--- src/rtl/mem_word_access.sv ---
// ---------------------------------------------------------------------------
// mem_word_access
//
// Purpose:
//   Byte-wide unified instruction/data memory with a word-access sequencer.
//   It sits directly after the IorD address mux. One request moves a 32-bit
//   big-endian word as four sequential byte beats. Beat 0 carries bits 31:24
//   and beat 3 carries bits 7:0. The completed read word goes to the
//   instruction register and the memory data register.
//
//   Timing of one access (the edge that samples start is edge 0):
//     - The first beat gets one settling cycle for the freshly latched
//       address. This cycle is spent in WAIT, so the first WAIT lasts
//       WAIT_STATES+1 cycles.
//     - Each later beat is preceded by exactly WAIT_STATES cycles in WAIT.
//     - Each beat takes one cycle in BEAT.
//     - FINISH follows the last beat. done is high there, 4*(1+WAIT_STATES)+1
//       edges after edge 0.
//
//   Byte addresses wrap modulo the memory depth.
//
// Parameters:
//   ADDR_WIDTH  - byte-address width; the memory holds 2**ADDR_WIDTH bytes.
//   WAIT_STATES - extra stall cycles before each byte beat (0..7).
//
// Configuration macro:
//   MEM_ALIGN_CHECK_EN - when defined, a start with address[1:0] != 0 goes
//                        straight to FINISH. In that FINISH cycle done and
//                        misaligned pulse together, and memory and read_data
//                        are left untouched. When undefined, misaligned is
//                        tied low and any byte address is accepted.
//
// Ports:
//   clk        - clock; all state updates on the rising edge
//   reset      - asynchronous, active-high reset
//   start      - request pulse; sampled only in IDLE
//   write_en   - 1 = word write, 0 = word read; latched with start
//   address    - byte address from the IorD mux; latched with start
//   write_data - store data; latched with start
//   read_data  - last completed read word; held until the next read completes
//   busy       - high in WAIT, BEAT and FINISH
//   done       - one-cycle completion pulse
//   misaligned - one-cycle alignment error pulse (0 unless the macro is set)
// ---------------------------------------------------------------------------
module mem_word_access #(
    parameter int ADDR_WIDTH  = 8,
    parameter int WAIT_STATES = 0
) (
    input  logic                  clk,
    input  logic                  reset,
    input  logic                  start,
    input  logic                  write_en,
    input  logic [ADDR_WIDTH-1:0] address,
    input  logic [31:0]           write_data,
    output logic [31:0]           read_data,
    output logic                  busy,
    output logic                  done,
    output logic                  misaligned
);

    localparam int DEPTH = 2 ** ADDR_WIDTH;

    // The first wait also covers the address settling cycle, so it is loaded
    // one higher than the waits between later beats.
    localparam logic [2:0] WAIT_LOAD_FIRST = 3'(WAIT_STATES);
    localparam logic [2:0] WAIT_LOAD_NEXT  = (WAIT_STATES > 0) ? 3'(WAIT_STATES - 1) : 3'd0;

    typedef enum logic [1:0] {
        IDLE,
        WAIT,
        BEAT,
        FINISH
    } state_t;

    state_t                state;
    logic [1:0]            beat;
    logic [2:0]            wait_cnt;
    logic [ADDR_WIDTH-1:0] addr_q;
    logic                  write_q;
    logic [31:0]           wdata_q;
    logic [23:0]           assembly_q;

    logic [7:0]            mem [DEPTH];

    logic [ADDR_WIDTH-1:0] beat_addr;
    logic [7:0]            beat_wbyte;
    logic [7:0]            beat_rbyte;
    logic                  mem_we;

`ifdef MEM_ALIGN_CHECK_EN
    logic                  misaligned_q;
`endif

    // The byte touched by the current beat. The add wraps naturally at the
    // memory depth, so a word straddling the top of memory continues at 0.
    assign beat_addr  = addr_q + ADDR_WIDTH'(beat);
    assign beat_rbyte = mem[beat_addr];

    // Writes happen only while a write access is in BEAT. Reset drops the
    // state to IDLE immediately, so a partially written word keeps the bytes
    // already stored and receives no more.
    assign mem_we = (state == BEAT) && write_q;

    // Big-endian lane selection: beat 0 carries the most significant byte.
    always_comb begin
        beat_wbyte = 8'h00;
        case (beat)
            2'd0:    beat_wbyte = wdata_q[31:24];
            2'd1:    beat_wbyte = wdata_q[23:16];
            2'd2:    beat_wbyte = wdata_q[15:8];
            default: beat_wbyte = wdata_q[7:0];
        endcase
    end

    // The storage array has no reset. It is written one byte per beat and is
    // otherwise reached only through the sequencer.
    always_ff @(posedge clk) begin
        if (mem_we) begin
            mem[beat_addr] <= beat_wbyte;
        end
    end

    // The sequencer does the following:
    //   - latches the request in IDLE;
    //   - counts wait cycles;
    //   - walks the four beats;
    //   - shifts read bytes into the assembly register.
    // read_data is loaded only when the last read beat lands. The full word
    // therefore appears together with done, and nothing partial is ever seen.
    always_ff @(posedge clk or posedge reset) begin
        if (reset) begin
            state      <= IDLE;
            beat       <= 2'd0;
            wait_cnt   <= 3'd0;
            addr_q     <= '0;
            write_q    <= 1'b0;
            wdata_q    <= 32'h0;
            assembly_q <= 24'h0;
            read_data  <= 32'h0;
            busy       <= 1'b0;
            done       <= 1'b0;
`ifdef MEM_ALIGN_CHECK_EN
            misaligned_q <= 1'b0;
`endif
        end else begin
            case (state)
                IDLE: begin
                    if (start) begin
                        addr_q  <= address;
                        write_q <= write_en;
                        wdata_q <= write_data;
                        beat    <= 2'd0;
                        busy    <= 1'b1;
`ifdef MEM_ALIGN_CHECK_EN
                        if (address[1:0] != 2'b00) begin
                            state        <= FINISH;
                            done         <= 1'b1;
                            misaligned_q <= 1'b1;
                        end else
`endif
                        begin
                            state    <= WAIT;
                            wait_cnt <= WAIT_LOAD_FIRST;
                        end
                    end
                end

                WAIT: begin
                    if (wait_cnt == 3'd0) begin
                        state <= BEAT;
                    end else begin
                        wait_cnt <= wait_cnt - 3'd1;
                    end
                end

                BEAT: begin
                    if (beat == 2'd3) begin
                        state <= FINISH;
                        done  <= 1'b1;
                        if (!write_q) begin
                            read_data <= {assembly_q, beat_rbyte};
                        end
                    end else begin
                        beat <= beat + 2'd1;
                        if (!write_q) begin
                            assembly_q <= {assembly_q[15:0], beat_rbyte};
                        end
                        if (WAIT_STATES > 0) begin
                            state    <= WAIT;
                            wait_cnt <= WAIT_LOAD_NEXT;
                        end
                    end
                end

                FINISH: begin
                    state <= IDLE;
                    done  <= 1'b0;
                    busy  <= 1'b0;
`ifdef MEM_ALIGN_CHECK_EN
                    misaligned_q <= 1'b0;
`endif
                end

                default: begin
                    state <= IDLE;
                    done  <= 1'b0;
                    busy  <= 1'b0;
                end
            endcase
        end
    end

`ifdef MEM_ALIGN_CHECK_EN
    assign misaligned = misaligned_q;
`else
    assign misaligned = 1'b0;
`endif

endmodule

--- config.mk ---
export PLATFORM = sky130hd
export DESIGN_NAME = mem_word_access
export DESIGN_NICKNAME = d
export VERILOG_FILES = /design/src/rtl/mem_word_access.sv
export SDC_FILE = /design/constraint.sdc
export NUM_CORES = 2
export LEC_CHECK = 0
export CAP_MARGIN = 20
export CORE_MARGIN = 8
export CORE_UTILIZATION = 65
export CTS_CLUSTER_SIZE = 40
export DETAILED_ROUTE_END_ITERATION = 6
export PLACE_DENSITY = 0.82
export SYNTH_ARGS = -nofsm -noshare
export SYNTH_HDL_FRONTEND = slang
export SYNTH_SLANG_ARGS = --single-unit
--- constraint.sdc ---
create_clock -name clk -period 16.5 [get_ports clk]
set_input_delay 3.3 -clock clk [delete_from_list [all_inputs] [get_ports clk]]
set_output_delay 3.3 -clock clk [all_outputs]
set_load 0.02 [all_outputs]
## Word-level counts from Yosys, hierarchy flattened

Memory sizes are Yosys's and may differ from the RTL's.
Index checks and enable logic that the tools add are counted.

- Register bits after elaboration: 106
- Latch bits: 0
- Memory bits (writable): 2048
- Memory bits (read-only): 0
- Bits of input ports: 44
- Output and inout bits: 35
- Logic and storage cells: 60
- Memories: 1

- Add/sub/neg operators: 3
- $mul: 0
- Divide/modulo/power cells: 0
- Order comparisons: 0
- Equal/unequal tests: 11
- Shifts and indexed selects: 0
- Multiplexer cells: 17
- Bitwise gates (word level): 2
- Reductions and logical operators: 16

Memories:

| name | words | bits a word | rd ports | clocked after Yosys merged registers in | wr ports | RTL line | text |
|---|---|---|---|---|---|---|---|
| mem | 256 | 8 | 1 | 0 | 1 | 83 | `logic [7:0] mem [DEPTH];` |

Operator list:

| kind | count |
|---|---|
| $pmux W8 S3 | 1 |
| $reduce_and A3 Y1 | 5 |
| $mux W2 | 5 |
| $add A8 B2 Y8 | 1 |
| $eq A2 B2 Y1 const B | 4 |
| $ne A2 B2 Y1 const B | 4 |
| $pmux W2 S4 | 1 |
| $reduce_bool A2 Y1 | 4 |
| $mux W3 | 2 |
| $pmux W3 S2 | 1 |
| $reduce_and A2 Y1 | 3 |
| $eq A2 B1 Y1 const B | 2 |
| $logic_not A2 Y1 | 2 |
| $mux W1 | 4 |
| $pmux W1 S2 | 2 |
| $pmux W2 S2 | 1 |
| $logic_not A3 Y1 | 1 |
| $sub A3 B1 Y3 const B | 1 |
| $add A2 B1 Y2 const B | 1 |
| $ne A2 B1 Y1 const B | 1 |
| $not A1 Y1 | 2 |
| $logic_and A1 B1 Y1 | 1 |

## Logic depth before layout (Yosys ltp)

- Word-level depth: 4
- Mapped depth: 13
- Depth with buffers taken out: 9

## Worst setup path after synthesis

Ideal clock, no wire load.

- Path type: reg2reg
- From: register beat[1]
- To: memory mem[0][0] (data pin)
- Setup time: 1633 ps
- Data arrival time: 8542 ps
- Data required time: 14867 ps
- Setup slack: 6325 ps
- Stages on the path, launching flop included: 5
- Buffers on the path: 2
- Period minus slack after synthesis: 10175 ps
- Path through: dfrtp_1 ha_1 clkbuf_1 clkbuf_1 mux2i_1

- Word-level cells in the longest chain between the ends: 2
- Elaborated cells on any way between the ends: 4
- Classes of those cells: eq/ne (2); mux (1); reduce/logical (1)

RTL lines:

| element | RTL line | text |
|---|---|---|
| start: declaration | 76 | `logic [1:0] beat;` |
| start signal: assignment | 184 | `beat <= beat + 2'd1;` |
| $eq A2 B2 Y1, or another cell as far along | 107 | `case (beat)` |
| $pmux W8 S3 (*) | 107 |  |
| named net beat_wbyte[0] | 86 | `logic [7:0] beat_wbyte;` |
| end: declaration | 83 |  |

The timed path passes the listed nets; every way through them passes the cells marked *.

## Worst setup path after layout

- From: register beat[0]
- To: register read_data[7]

- Word-level cells in the longest chain between the ends: 2
- Elaborated cells on any way between the ends: 4
- Classes of those cells: add/sub (1); eq/ne (1); reduce/logical (1); memory (1)

RTL lines:

| element | RTL line | text |
|---|---|---|
| $add A8 B2 Y8 / $eq A2 B2 Y1 (equally long branches) | 96, 177 |  |
| $mem_v2 Z256 W8 / $reduce_and A3 Y1 (equally long branches) | -- |  |
| end signal: assignment | 181 | `read_data <= {assembly_q, beat_rbyte};` |
| end: declaration | 55 | `output logic [31:0] read_data,` |

Parallel ways exist; a longest one is shown, timed or not.
A chain may end at the register's enable or synchronous reset.

==> results.cfg <==
[run_status]
status = complete, but fails checks
violations = slew limit

[global_routing]
grt_remaining_overflow = 0
grt_pass1_vias = 44000
grt_max_degree = 257
grt_antenna_before_repair = 9
grt_pass1_wl_um = 316000
track_usage_pct = 31.1

[sta]
setup_viol = 0
rsz0062_at_grt = no
min_period_ps = 6480
hold_viol = 0
fmax_ghz = 0.154
maxSlewViolCount = 68
slew_headroom_pct = -3.43
fin_crit_sh_pct = 39.3
fin_skew_ps = 57.6
worstMarginPinSlew_ps = 1550
fin_tns_setup_ps = 0

[logic_synthesis]
yosys.area.top_type_share_pct = 73.0
synth_top_cell_by_area = edfxtp_1
yosys.cell_types.count = 65
syn_inst = 4021
synth_most_common_cell = edfxtp_1
synth.net_count = 4078
synthTopCellsByCount = edfxtp_1 (2048), mux4_2 (557), nor2_1 (299)
synth_area_um2 = 84200
syn_area_per_cell_um2 = 20.9
seq_area_frac_synth_pct = 76.2
synthTopCellsByArea = edfxtp_1 (73%), mux4_2 (15%), dfrtp_1 (3.1%), nor2_1 (1.3%), mux2_2 (1.1%)
synth_edf_count = 2048
yosys_warnings = 0
yosys_register_bits = 2154
synth_ff_type = edfxtp_1
async_flop_share_pct = 4.92

[cts]
clock_tree.buffer_depth = 3
insertion_delay_ps = 850
postCtsSetupRepairBufs = 0
cts-root-buf = clkbuf_16
h-tree-depth = 4
cts_tree = yes
cts_hold_buf = 0
cts_resized = 0
cts_sinks = 2154
cts_buffers = 199
path_clk_slew_ps = 70

[floorplan]
rows = 132
die_area_um2 = 141000
core_area_um2 = 129000
pin_count = 79
die_h_um = 376
die_w_um = 376
initial_core_util_pct = 65.3

[route]
drtIter0Drc = 7409
remaining_drc_errors = 0
ant_nets = 0
routed_wl_um = 221000
viasPerCell = 7.23
avgRoutedWirePerCell_um = 36.5
drt_pre_antenna_iters = 7
vias = 43700

[setup_path]
startpoint_type = register
worst_r2r_startpoint = beat[0]$_DFFE_PP0P_
crit_type = reg -> reg
crit_fanout = 56
endpoint = read_data[7]$_DFFE_PP0P_
r2r_cells = 11
critPathCaptureType = register
cp.required_ps = 17180
worstSetupStartpoint = beat[0]$_DFFE_PP0P_
r2r_setup_slack_ps = 10020
arrival_ps = 7160
reg2reg_to = read_data[7]$_DFFE_PP0P_

[place]
dp_hpwl_um = 117000
place.gp.congestion = 0.867
portBuffers = 77

[job]
drv_cap = 0

[cells_and_area]
syn2layout_area_growth_pct = 10.6
nets = 4190
drive_gt1_share_pct = 24.1
final_util_pct = 72.2

[power]
powerDensity_nw_per_um2 = 236
vdd_drop_max_mv = 0.373
p_leak_uw = 0.0294

[worst_hold_path]
hold_class = reg -> reg
==> layer usage <==
| layer | global-route usage [%] | wire (µm) | vias up |
|---|---|---|---|
| li1 | - | - | 16800 |
| met1 | 40.9 | 72600 | 22300 |
| met2 | 48.9 | 105000 | 3844 |
| met3 | 8.04 | 29200 | 779 |
| met4 | 15.9 | 13500 | 8 |
| met5 | 0.240 | 93 | - |
==> sequential cells by signal (all words and copies together), names as in the netlist <==
register,count
state,2
addr_q,8
done,1
read_data,32
wdata_q,32
busy,1
assembly_q,24
mem,2048
beat,2
write_q,1
wait_cnt,3
==> worst min path at each step <==
stage / depth (start not counted) / slack, ps / from / to
5_1_grt: 1 / 520 / wdata_q[3]$_DFFE_PP0P_ / wdata_q[3]$_DFFE_PP0P_
4_1_cts: 1 / 510 / wdata_q[7]$_DFFE_PP0P_ / wdata_q[7]$_DFFE_PP0P_
3_3_place_gp: 1 / 480 / wait_cnt[0]$_DFFE_PP0P_ / wait_cnt[0]$_DFFE_PP0P_
2_1_floorplan: 1 / 450 / wait_cnt[0]$_DFFE_PP0P_ / wait_cnt[0]$_DFFE_PP0P_
3_5_place_dp: 1 / 490 / wdata_q[3]$_DFFE_PP0P_ / wdata_q[3]$_DFFE_PP0P_
6_report: 1 / 510 / read_data[25]$_DFFE_PP0P_ / read_data[25]$_DFFE_PP0P_
==> report_power, final <==
group          internal, µW  switching [µW]
sequential             7860             149
clock                  2480            2020
combinational          3500            6010
==> cell type report <==
cell class                      count  area, µm²
Antenna cell                        8       20.0
Clock buffer                      256       5320
Clock inverter                    107        903
Fill cell                        6733      35800
Inverter                           24       92.6
Multi-Input combinational cell   1603      19000
Sequential cell                  2154      64200
Tap cell                         1742       2180
Timing Repair Buffer              151       1460
==> critical path: stages, from the launching register on <==
cell and delay, ps:
dfrtp_1 450, ha_4 220, fa_4 1370, buf_4 700
buf_4 820, buf_4 730, mux4_2 410, mux4_2 570
a32oi_1 190, o211ai_1 150, a2111oi_2 460, a31oi_1 140
==> cells by family (layout without fill, tap and decap cells) <==
family / Yosys count / count (layout) / share of synthesized area (%)
DFF: 2154 / 2154 / 76.2
muxes: 729 / 729 / 17.1
and+or+nand+nor: 595 / 595 / 2.87
buffers and inverters: 264 / 538 / 1.48
AOI/OAI and AO/OA: 258 / 258 / 2.12
adders and majority gates: 13 / 13 / 0.202
xor gates and xnor gates: 7 / 7 / 0.0817
other: 1 / 9 / 0.00445
==> cells in the final DEF (no fill, tap or decap), types with 5 or more instances in the layout <==
master and n:
a2111oi_2 8, a21oi_1 89, a222oi_1 8, a22o_1 12, a31oi_1 17, and3_1 5
buf_12 9, buf_4 62, bufinv_16 13, clkbuf_1 49, clkbuf_16 203, clkdlybuf4s50_1 77
clkinv_1 42, clkinv_2 39, clkinvlp_4 5, dfrtp_1 106, diode_2 8, edfxtp_1 2048
ha_1 11, inv_1 23, mux2_2 83, mux2i_1 81, mux2i_4 8, mux4_2 557
nand2_1 211, nand2_2 5, nand3_1 20, nand3_2 10, nor2_1 299, nor3_1 8
nor4_1 8, o211ai_1 17, o21a_1 9, o21ai_0 17, o22a_1 8, o22ai_1 30
o31a_1 14, or4_1 9
==> stage by stage <==
step	total power [µW]	cell area [µm²]	hold WS (ps)	worst slack [ps]	std cells
detailed placement	17200	86900	494	10170	5670
global placement	16900	86900	476	10290	5669
global route	22500	93200	521	9860	6037
finish	22000	93200	505	10020	6045
floorplan	14900	84200	451	6330	4021
CTS	21800	93100	507	10150	6033
No activity file was read; power rests on OpenSTA's default activity.
